### config.mk
export PLATFORM = sky130hd
export DESIGN_NAME = blink_detect
export DESIGN_NICKNAME = d
export VERILOG_FILES = /design/src/rtl/blink_pkg.sv /design/src/rtl/blink_gap_ctr.sv /design/src/rtl/blink_detect.sv
export SDC_FILE = /design/constraint.sdc
export NUM_CORES = 1
export LEC_CHECK = 0
export ABC_AREA = 1
export CAP_MARGIN = 40
export CORE_UTILIZATION = 40
export DETAILED_ROUTE_END_ITERATION = 12
export GPL_TIMING_DRIVEN = 1
export RECOVER_POWER = 100
export SETUP_SLACK_MARGIN = 0.2
export SYNTH_ARGS = -nofsm -noshare
export SYNTH_HDL_FRONTEND = slang
export SYNTH_HIERARCHICAL = 1
export SYNTH_SLANG_ARGS = --single-unit
### constraint.sdc
create_clock -name clk -period 9 [get_ports clk]
set_clock_uncertainty 0.2 [all_clocks]
set_input_delay 1.8 -clock clk [delete_from_list [all_inputs] [get_ports clk]]
set_output_delay 1.8 -clock clk [all_outputs]
set_load 0.05 [all_outputs]
### src/rtl/blink_pkg.sv
// Shared types and defaults for the blink line monitor.
//   blink_det_state_t : monitor state (IDLE, ARM, MEASURE, LOCKED, STUCK)
//   BLINK_CBITS_DFLT  : default width of the gap counter and period
package blink_pkg;

    typedef enum logic [2:0] {
        IDLE    = 3'd0,
        ARM     = 3'd1,
        MEASURE = 3'd2,
        LOCKED  = 3'd3,
        STUCK   = 3'd4
    } blink_det_state_t;

    localparam int BLINK_CBITS_DFLT = 26;

endpackage

### src/rtl/blink_gap_ctr.sv
// Saturating cycle counter that measures the distance since the last toggle.
//   clk, rst  : clock, asynchronous active-high reset
//   clr       : restart counting from zero on the next cycle
//   cnt       : cycles elapsed since the last clear, sticks at all-ones
//   interval  : cnt + 1, also sticking at all-ones (edge-to-edge distance)
module blink_gap_ctr #(
    parameter int CBITS = 26
) (
    input  logic             clk,
    input  logic             rst,
    input  logic             clr,
    output logic [CBITS-1:0] cnt,
    output logic [CBITS-1:0] interval
);

    logic [CBITS-1:0] gap_q;
    logic [CBITS-1:0] gap_d;
    logic             gap_full;

    assign gap_full = (gap_q == {CBITS{1'b1}});

    always_comb begin
        gap_d = gap_q;
        if (clr) begin
            gap_d = '0;
        end else if (!gap_full) begin
            gap_d = gap_q + CBITS'(1);
        end
    end

    always_ff @(posedge clk or posedge rst) begin
        if (rst) begin
            gap_q <= '0;
        end else begin
            gap_q <= gap_d;
        end
    end

    assign cnt      = gap_q;
    assign interval = gap_full ? {CBITS{1'b1}} : gap_q + CBITS'(1);

endmodule

### src/rtl/blink_detect.sv
// Receive-side monitor for an LED blink line.
// Flags every toggle, measures the toggle interval, declares lock once
// LOCK_N consecutive intervals agree within TOL cycles, and flags a stuck
// line when no toggle arrives within max_gap cycles.
//   clk, rst : clock, asynchronous active-high reset
//   led_in   : monitored LED level, already synchronous to clk
//   max_gap  : stuck timeout in cycles, 0 disables the timeout
//   edge_o   : one-cycle pulse per detected toggle
//   period   : reference toggle interval in cycles
//   locked   : interval stable
//   stuck    : no toggle within max_gap cycles
// Build option: define BLINK_DETECT_ASSERT_EN to embed run-time assertions.
//
// state   | meaning
// IDLE    | waiting for the first toggle after reset
// ARM     | one toggle seen, next toggle gives the first interval
// MEASURE | reference period held, counting consistent intervals
// LOCKED  | LOCK_N consistent intervals seen
// STUCK   | no toggle within max_gap, waiting for the line to move
module blink_detect
    import blink_pkg::*;
#(
    parameter int CBITS  = BLINK_CBITS_DFLT,
    parameter int TOL    = 2,
    parameter int LOCK_N = 4
) (
    input  logic             clk,
    input  logic             rst,
    input  logic             led_in,
    input  logic [CBITS-1:0] max_gap,
    output logic             edge_o,
    output logic [CBITS-1:0] period,
    output logic             locked,
    output logic             stuck
);

    localparam logic [3:0]     LOCK_N_C = 4'(LOCK_N);
    localparam logic [CBITS:0] TOL_C    = (CBITS+1)'(TOL);

    blink_det_state_t  state_q, state_d;
    logic              led_q, led_d;
    logic [CBITS-1:0]  period_q, period_d;
    logic [3:0]        match_cnt_q, match_cnt_d;
    logic              edge_q, edge_d;
    logic              locked_q, locked_d;
    logic              stuck_q, stuck_d;

    logic              e;
    logic [CBITS-1:0]  gap_cnt;
    logic [CBITS-1:0]  interval;
    logic [CBITS:0]    diff;
    logic              is_match;
    logic [CBITS:0]    gap_plus1;
    logic              timeout;

    assign e = led_in ^ led_q;

    blink_gap_ctr #(
        .CBITS(CBITS)
    ) u_gap_ctr (
        .clk      (clk),
        .rst      (rst),
        .clr      (e),
        .cnt      (gap_cnt),
        .interval (interval)
    );

    // Extra bit so the distance never wraps for large periods.
    always_comb begin
        if (interval >= period_q) begin
            diff = {1'b0, interval} - {1'b0, period_q};
        end else begin
            diff = {1'b0, period_q} - {1'b0, interval};
        end
    end

    assign is_match = (diff <= TOL_C);

    // Unsaturated gap+1: a pinned counter cannot re-fire the timeout.
    assign gap_plus1 = {1'b0, gap_cnt} + (CBITS+1)'(1);
    assign timeout   = (max_gap != '0) && (gap_plus1 == {1'b0, max_gap});

    always_comb begin
        state_d     = state_q;
        period_d    = period_q;
        match_cnt_d = match_cnt_q;
        led_d       = led_in;
        edge_d      = e;

        case (state_q)
            IDLE: begin
                if (e) begin
                    state_d = ARM;
                end else if (timeout) begin
                    state_d     = STUCK;
                    match_cnt_d = '0;
                end
            end
            ARM: begin
                if (e) begin
                    period_d    = interval;
                    match_cnt_d = 4'd1;
                    state_d     = MEASURE;
                end else if (timeout) begin
                    state_d     = STUCK;
                    match_cnt_d = '0;
                end
            end
            MEASURE: begin
                if (e) begin
                    if (is_match) begin
                        match_cnt_d = match_cnt_q + 4'd1;
                        if (match_cnt_q + 4'd1 == LOCK_N_C) begin
                            state_d = LOCKED;
                        end
                    end else begin
                        period_d    = interval;
                        match_cnt_d = 4'd1;
                    end
                end else if (timeout) begin
                    state_d     = STUCK;
                    match_cnt_d = '0;
                end
            end
            LOCKED: begin
                if (e) begin
                    if (!is_match) begin
                        period_d    = interval;
                        match_cnt_d = 4'd1;
                        state_d     = MEASURE;
                    end
                end else if (timeout) begin
                    state_d     = STUCK;
                    match_cnt_d = '0;
                end
            end
            STUCK: begin
                if (e) begin
                    state_d = ARM;
                end
            end
            default: begin
                state_d = IDLE;
            end
        endcase

        locked_d = (state_d == LOCKED);
        stuck_d  = (state_d == STUCK);
    end

    always_ff @(posedge clk or posedge rst) begin
        if (rst) begin
            state_q     <= IDLE;
            led_q       <= 1'b0;
            period_q    <= '0;
            match_cnt_q <= '0;
            edge_q      <= 1'b0;
            locked_q    <= 1'b0;
            stuck_q     <= 1'b0;
        end else begin
            state_q     <= state_d;
            led_q       <= led_d;
            period_q    <= period_d;
            match_cnt_q <= match_cnt_d;
            edge_q      <= edge_d;
            locked_q    <= locked_d;
            stuck_q     <= stuck_d;
        end
    end

    assign edge_o = edge_q;
    assign period = period_q;
    assign locked = locked_q;
    assign stuck  = stuck_q;

`ifdef BLINK_DETECT_ASSERT_EN
    a_lock_stuck_excl: assert property (@(posedge clk) disable iff (rst)
        !(locked && stuck));

    // Back-to-back pulses only when the line really toggled every cycle.
    a_edge_single: assert property (@(posedge clk) disable iff (rst)
        (edge_o && $past(edge_o)) |-> ($past(led_in, 1) != $past(led_in, 2)));

    a_stuck_on_time: assert property (@(posedge clk) disable iff (rst)
        ((state_q != STUCK) && !e && timeout) |=> stuck);

`ifdef FORMAL
    m_toggles_forever: assume property (@(posedge clk) !rst && s_eventually e);
    a_stuck_recovers: assert property (@(posedge clk) stuck |-> s_eventually !stuck);
`endif
`endif

endmodule
### Word-level counts from Yosys, hierarchy flattened

Cells that the tools add are included.

* memory bits (writable): 0
* word-level logic and storage cells: 65
* memory bits (read-only): 0
* register bits: 63
* bits of input ports: 29
* memories kept: 0
* output and inout bits: 29
* latch bits: 0

* reduce and logical (&&, ||, !) cells: 8
* bitwise operators: 1
* shift-type cells: 0
* magnitude comparators: 2
* multipliers: 0
* add/sub/neg operators: 5
* div/mod/pow operators: 0
* equal/unequal tests: 15
* muxes and demuxes: 26

Operator list (number)
* 26-bit two-way mux: 6
* 26-bit by 26-bit subtractor with 27-bit output: 2
* 26-bit case mux with 2 select lines: 1
* 4-bit two-way mux: 7
* 26-bit by 1-bit adder with 27-bit output, second input constant: 1
* 27-bit by 26-bit == test with 1-bit output: 1
* 27-bit by 2-bit less-or-equal comparator with 1-bit output, second input constant: 1
* 27-bit two-way mux: 1
* 3-bit two-way mux: 9
* 26-bit by 1-bit adder with 26-bit output, second input constant: 1
* 26-bit == test, second input constant: 1
* 26-bit >= comparator: 1
* 26-bit nonzero test: 1
* 4-bit case mux with 4 select lines: 1
* 3-bit case mux with 5 select lines: 1
* 3-bit by 2-bit == test with 1-bit output, second input constant: 3
* 2-bit != test, second input constant: 4
* 3-bit == test, second input constant: 2
* 4-bit by 1-bit adder with 4-bit output, second input constant: 1
* 4-bit by 3-bit == test with 1-bit output, second input constant: 1
* 4-bit AND reduction: 1
* 4-bit nonzero test: 1
* 3-bit by 1-bit == test with 1-bit output, second input constant: 1
* 3-bit zero test: 1
* other kinds (7): 7

### Logic depth before layout (Yosys ltp)

* depth in word-level cells: 9
* gate-level depth with buffers: 34
* depth with buffers taken out: 33

### Cells and area by module

The synthesis kept the hierarchy.

Modules (own cells, without submodules)
* blink_detect: sequential area each 925.9 µm², area an instance 7180.6 µm², instances 1, cells an instance 1295
* blink_gap_ctr: sequential area each 650.6 µm², area an instance 1814.2 µm², instances 1, cells an instance 256

### Worst setup path after synthesis

Ideal clock, no wire load.

* path kind: register to register
* start point: register u_gap_ctr.gap_q[0] (netlist: u_gap_ctr/cnt[0])
* end point: register period_q[1] (netlist: period[1])
* arrival: 3628 ps
* path buffers: 2
* required time: 8680 ps
* setup slack: 5053 ps
* stages on the path, launching flop included: 33
* period minus slack after synthesis: 3947 ps
* setup time: 120 ps
* cell sequence: dfrtp_1 -> ha_1 -> nand2_2 -> nor2_4 -> nand2_4 -> nor2_8 -> nand2_4 -> buf_6 -> nand2_1 -> ha_1 -> inv_1 -> fa_1 -> nand3_1 -> nand3_1 -> nand2_1 -> nand2_1 -> nand2_1 -> nand2_1 -> nand2_1 -> nand2_1 -> nand2_1 -> nand2_1 -> nand2_1 -> nand2_1 -> nor2_1 -> nand2_1 -> nor2_2 -> nand2_2 -> inv_2 -> nand2_2 -> nand3_4 -> buf_6 -> o21ai_2

* longest elaborated chain between the ends: 7
* elaborated cells on any way between the ends: 14
* classes of those cells: 3 x add/sub; 2 x order compare; 2 x eq/ne; 6 x mux; 1 x reduce/logical

Ends and longest elaborated chain
* from (decl): RTL line blink_gap_ctr.sv:16 `logic [CBITS-1:0] gap_q;`
* from (signal assigned): RTL line blink_gap_ctr.sv:35 `gap_q <= gap_d;`
* 26-bit by 1-bit adder with 26-bit output / 26-bit == test (equally long branches): RTL line blink_gap_ctr.sv:40, blink_gap_ctr.sv:20
* 26-bit two-way mux (*): RTL line blink_gap_ctr.sv:40 `assign interval = gap_full ? {CBITS{1'b1}} : gap_q + CBITS'(1);`
* named net interval[0]: RTL line blink_detect.sv:50 `logic [CBITS-1:0] interval;`
* 26-bit by 26-bit subtractor with 27-bit output, or another cell as far along: RTL line blink_detect.sv:73 `diff = {1'b0, period_q} - {1'b0, interval};`
* 27-bit two-way mux (*): RTL line blink_detect.sv:70 `if (interval >= period_q) begin`
* 27-bit by 2-bit less-or-equal comparator with 1-bit output (*): RTL line blink_detect.sv:77 `assign is_match = (diff <= TOL_C);`
* 2-bit != test (no source line) (*)
* 4-bit AND reduction (no source line) (*)
* to (signal assigned): RTL line blink_detect.sv:163 `period_q <= period_d;`
* to (decl): RTL line blink_detect.sv:42 `logic [CBITS-1:0] period_q, period_d;`

Mark *: on every way through the listed nets, which the timed path passes. The rest lies on a longest branch. The select of a mux whose other input is x is not followed.
A chain may end at the register's enable or synchronous reset.

### Worst setup path after layout

* start point: register u_gap_ctr.gap_q[0] (netlist: u_gap_ctr/cnt[0])
* end point: register period_q[8] (netlist: period[8])

The elaborated chain is that of the path after synthesis.

==> summary.md <==
| Metric | Value |
|---|---|
| Layout cells sized above 1 | `between 5 and 6%` |
| Post_cts resized | `0` |
| Startpoint types | `flop` |
| Netlist cell types | `44` |
| Die Span Y | `152.0 um` |
| Syn Nets | `1638` |
| Worst slack, placed | `3.607 ns` |
| Tightest Pin Transition | `2.142 ns` |
| Final setup vio count | `0` |
| R2R cell count | `28` |
| Crit Reg-Reg Startpoint | `u_gap_ctr/cnt[0]` |
| DR WL/cell | `15.06 um` |
| Crit path DAT | `roughly 6.7 ns` |
| Synthesized flop and latch total | `63` |
| Sink Count | `63` |
| CTS Hold Bufs | `0` |
| Post-synth EDFFs | `0` |
| Worst setup endpoint | `period[8]` |
| Largest net degree at the start of global routing | `38` |
| Util after Layout | `45.25%` |
| Syn Area/Cell | `5.799 um2` |
| Bufs on Longest Clock Path | `2` |
| Register area share after synthesis | `between 15 and 20%` |
| Max-Cap Viols | `1` |
| Yosys warning count | `6` |
| Vias in the first global route | `between 9k and 10k` |
| # fillers | `2429` |
| DR vias | `about 9.4k` |
| Final Cycle Share | `73.16%` |
| Commonest non-fill, non-tap cells in the layout | `nand2_1 (598), inv_1 (257), nor2_1 (147), nand3_1 (114), dfrtp_1 (63)` |
| Dpl cells | `1866` |
| Most common cell after layout, fill and taps aside | `nand2_1` |
| Failing checks | `max-capacitance violations, max-slew violations` |
| Critical path's most frequent cell | `nand2_1` |
| Rel. slew slack | `-42.79%` |
| R2R Setup Slk | `2.42 ns` |
| Wl on met1 | `12780 um` |
| Crit-path max cell delay | `0.79 ns` |
| GRT Util Overall | `25.38%` |
| Routed wl met2 | `around 14000 um` |
| Antenna Cells | `0` |
| Final WL | `about 28000 um` |
| Count of input and output buffers | `57` |
| Required @ worst endpoint | `9.06 ns` |
| Yosys top cell area share | `roughly a quarter` |
| Status | `complete, but fails checks` |
| Ports | `58` |
| Layout Nets | `1684` |
| Fin. Hold Viols | `0` |
| Pwr dens | `190.9 mW/mm2` |
| Num rows | `54` |
| DRT Pass-1 Iters | `6` |
| Final WS setup | `2.415 ns` |
| Core Area | `0.02196 mm2` |
| Vias/cell | `4.991` |
| Slowest stage cell, crit path | `nor2_1` |
| CP Class | `reg2reg` |
| TritonCTS clock tree | `yes` |
| Worst setup startpoint | `u_gap_ctr/cnt[0]` |
| Met3 wire length | `1202 um` |
| Tmin final | `6.585 ns` |
| VDD IR max | `just over 0.00009 V` |
| Mapped Area | `0.008995 mm2` |
| Initial antenna violation count | `0` |
| DRT iter0 DRCs | `537` |
| Clk slew on worst S/H paths | `around 0.06 ns` |
| Slew Viols, Final | `38` |
| Gp weighted congestion | `0.9535` |
| Achievable clock frequency | `around 150 MHz` |
| Setup TNS | `0 ns` |
| Post-DP HPWL | `between 20000 and 25000 um` |
| Tot Pwr | `1.897 mW` |
| Synth Flop Type | `dfrtp_1` |
| H-tree depth | `3` |
| Clk_lat worst skew | `0.34 ns` |
| Area occupied by multi-input gates | `0.006086 mm2` |
| Post-synth top area cell | `nand2_1` |
| Floorplan die width | `152.0 um` |
| Cells after Synth | `~1.6k` |
| Die area | `about 0.023 mm2` |
| Crit path capture type | `flop` |
| Top cells by area, synth | `nand2_1 (24%), dfrtp_1 (18%), inv_1 (11%), ha_1 (7.8%), nand3_1 (6.2%)` |
| Setup repair bufs after CTS | `0` |
| Syn-to-layout area delta | `10.47%` |
| Overflow left after global routing | `0` |
| DR top layer | `met4` |
| Post-Layout Cell Count | `1881` |
| CTS Buf Count | `9` |
| Unrepaired setup endpoints after global routing | `no` |
| Leakage power | `5.586 nW` |
| R2r endpoint | `period[8]` |
| Asr flop ratio synth | `100.0%` |
| Post-route ant nets | `0` |
| Critical path peak fanout | `34` |
| Initial Util | `40.96%` |
| Seq. cell area | `about 0.0016 mm2` |
| Remaining DRCs | `0` |
| First-pass GRT wire length | `between 40000 and 50000 um` |
| Worst min path class | `reg2reg` |
| Root Buffer | `clkbuf_16` |
[per-stage QoR]
stage / hold slack (ns) / cell area (um2)
2_1_floorplan: 0.2625 / 8995
3_3_place_gp: 0.2936 / 9698
3_5_place_dp: 0.2881 / 9746
4_1_cts: 0.3056 / 10070
5_1_grt: 0.3607 / 9937
6_report: 0.3043 / 9937
[state kept, by name, summed over array words and instances (netlist names)]
| signal | count |
|---|---|
| led_q | 1 |
| match_cnt_q | 4 |
| edge_o | 1 |
| state_q | 3 |
| u_gap_ctr/cnt | 26 |
| period | 26 |
| locked | 1 |
| stuck | 1 |
[how the worst min path moves through the flow]
stage	start	to	slack, ns	cells after the start
6_report	match_cnt_q[3]	match_cnt_q[3]	0.30	2
5_1_grt	period[21]	period[21]	0.36	2
4_1_cts	match_cnt_q[3]	match_cnt_q[3]	0.31	2
3_5_place_dp	match_cnt_q[3]	match_cnt_q[3]	0.29	2
3_3_place_gp	match_cnt_q[3]	match_cnt_q[3]	0.29	2
2_1_floorplan	match_cnt_q[3]	match_cnt_q[3]	0.26	2
[worst max-delay path, delay by kind of cell (launching register included)]
kind / cells / cell delay [ns]
compound gates: 2 / 0.44
flops: 1 / 0.47
simple gates: 21 / 4.21
xor+xnor: 1 / 0.12
buf+inv: 2 / 0.39
fa+ha+maj: 2 / 0.65
[cells in the mapped netlist (4+ instances only)]
cell / n
ha_1: 56
nor2_1: 143
dfrtp_1: 63
inv_1: 256
nand2_4: 7
nor3_1: 11
o211ai_1: 4
nand2_1: 584
o21ai_2: 24
o21ai_1: 12
buf_2: 8
xnor2_1: 20
nand3_1: 112
o21bai_1: 6
buf_6: 8
inv_2: 9
a21oi_1: 50
xor2_1: 35
nand3b_1: 9
nor2_4: 8
nand4_1: 26
nand3_4: 4
o21ai_0: 21
nand2_2: 29
nor2_2: 11
[where the power goes]
group	internal [mW]	switching (mW)
logic	0.385	0.814
registers	0.299	0.0193
clock network	0.249	0.132
total	0.933	0.965
[per-layer routing]
layer	track usage (%)	vias up
met5	0	-
met1	32.57	4288
met3	2.681	43
met4	9.038	0
met2	44.09	211
li1	-	4847
[cell type report]
class | count | share of cell area [%]
multi-input combinational | 1195 | 61.24
sequential | 63 | 15.87
inverter | 268 | 10.12
timing repair buffer | 60 | 6.019
tap | 280 | 3.526
clock buffer | 10 | 2.405
clock inverter | 5 | 0.8184
[kinds of logic (layout without fill, tap and decap cells)]
logic type / count (synthesis) / after routing / share of synthesized area, %
buf+inv: 293 / 343 / 13.69
compound gates: 123 / 123 / 8.318
fa+ha+maj: 58 / 58 / 8.235
simple gates: 957 / 957 / 46.38
xor+xnor: 57 / 57 / 5.856
flops: 63 / 63 / 17.53
No activity file was read; power rests on OpenSTA's default activity.
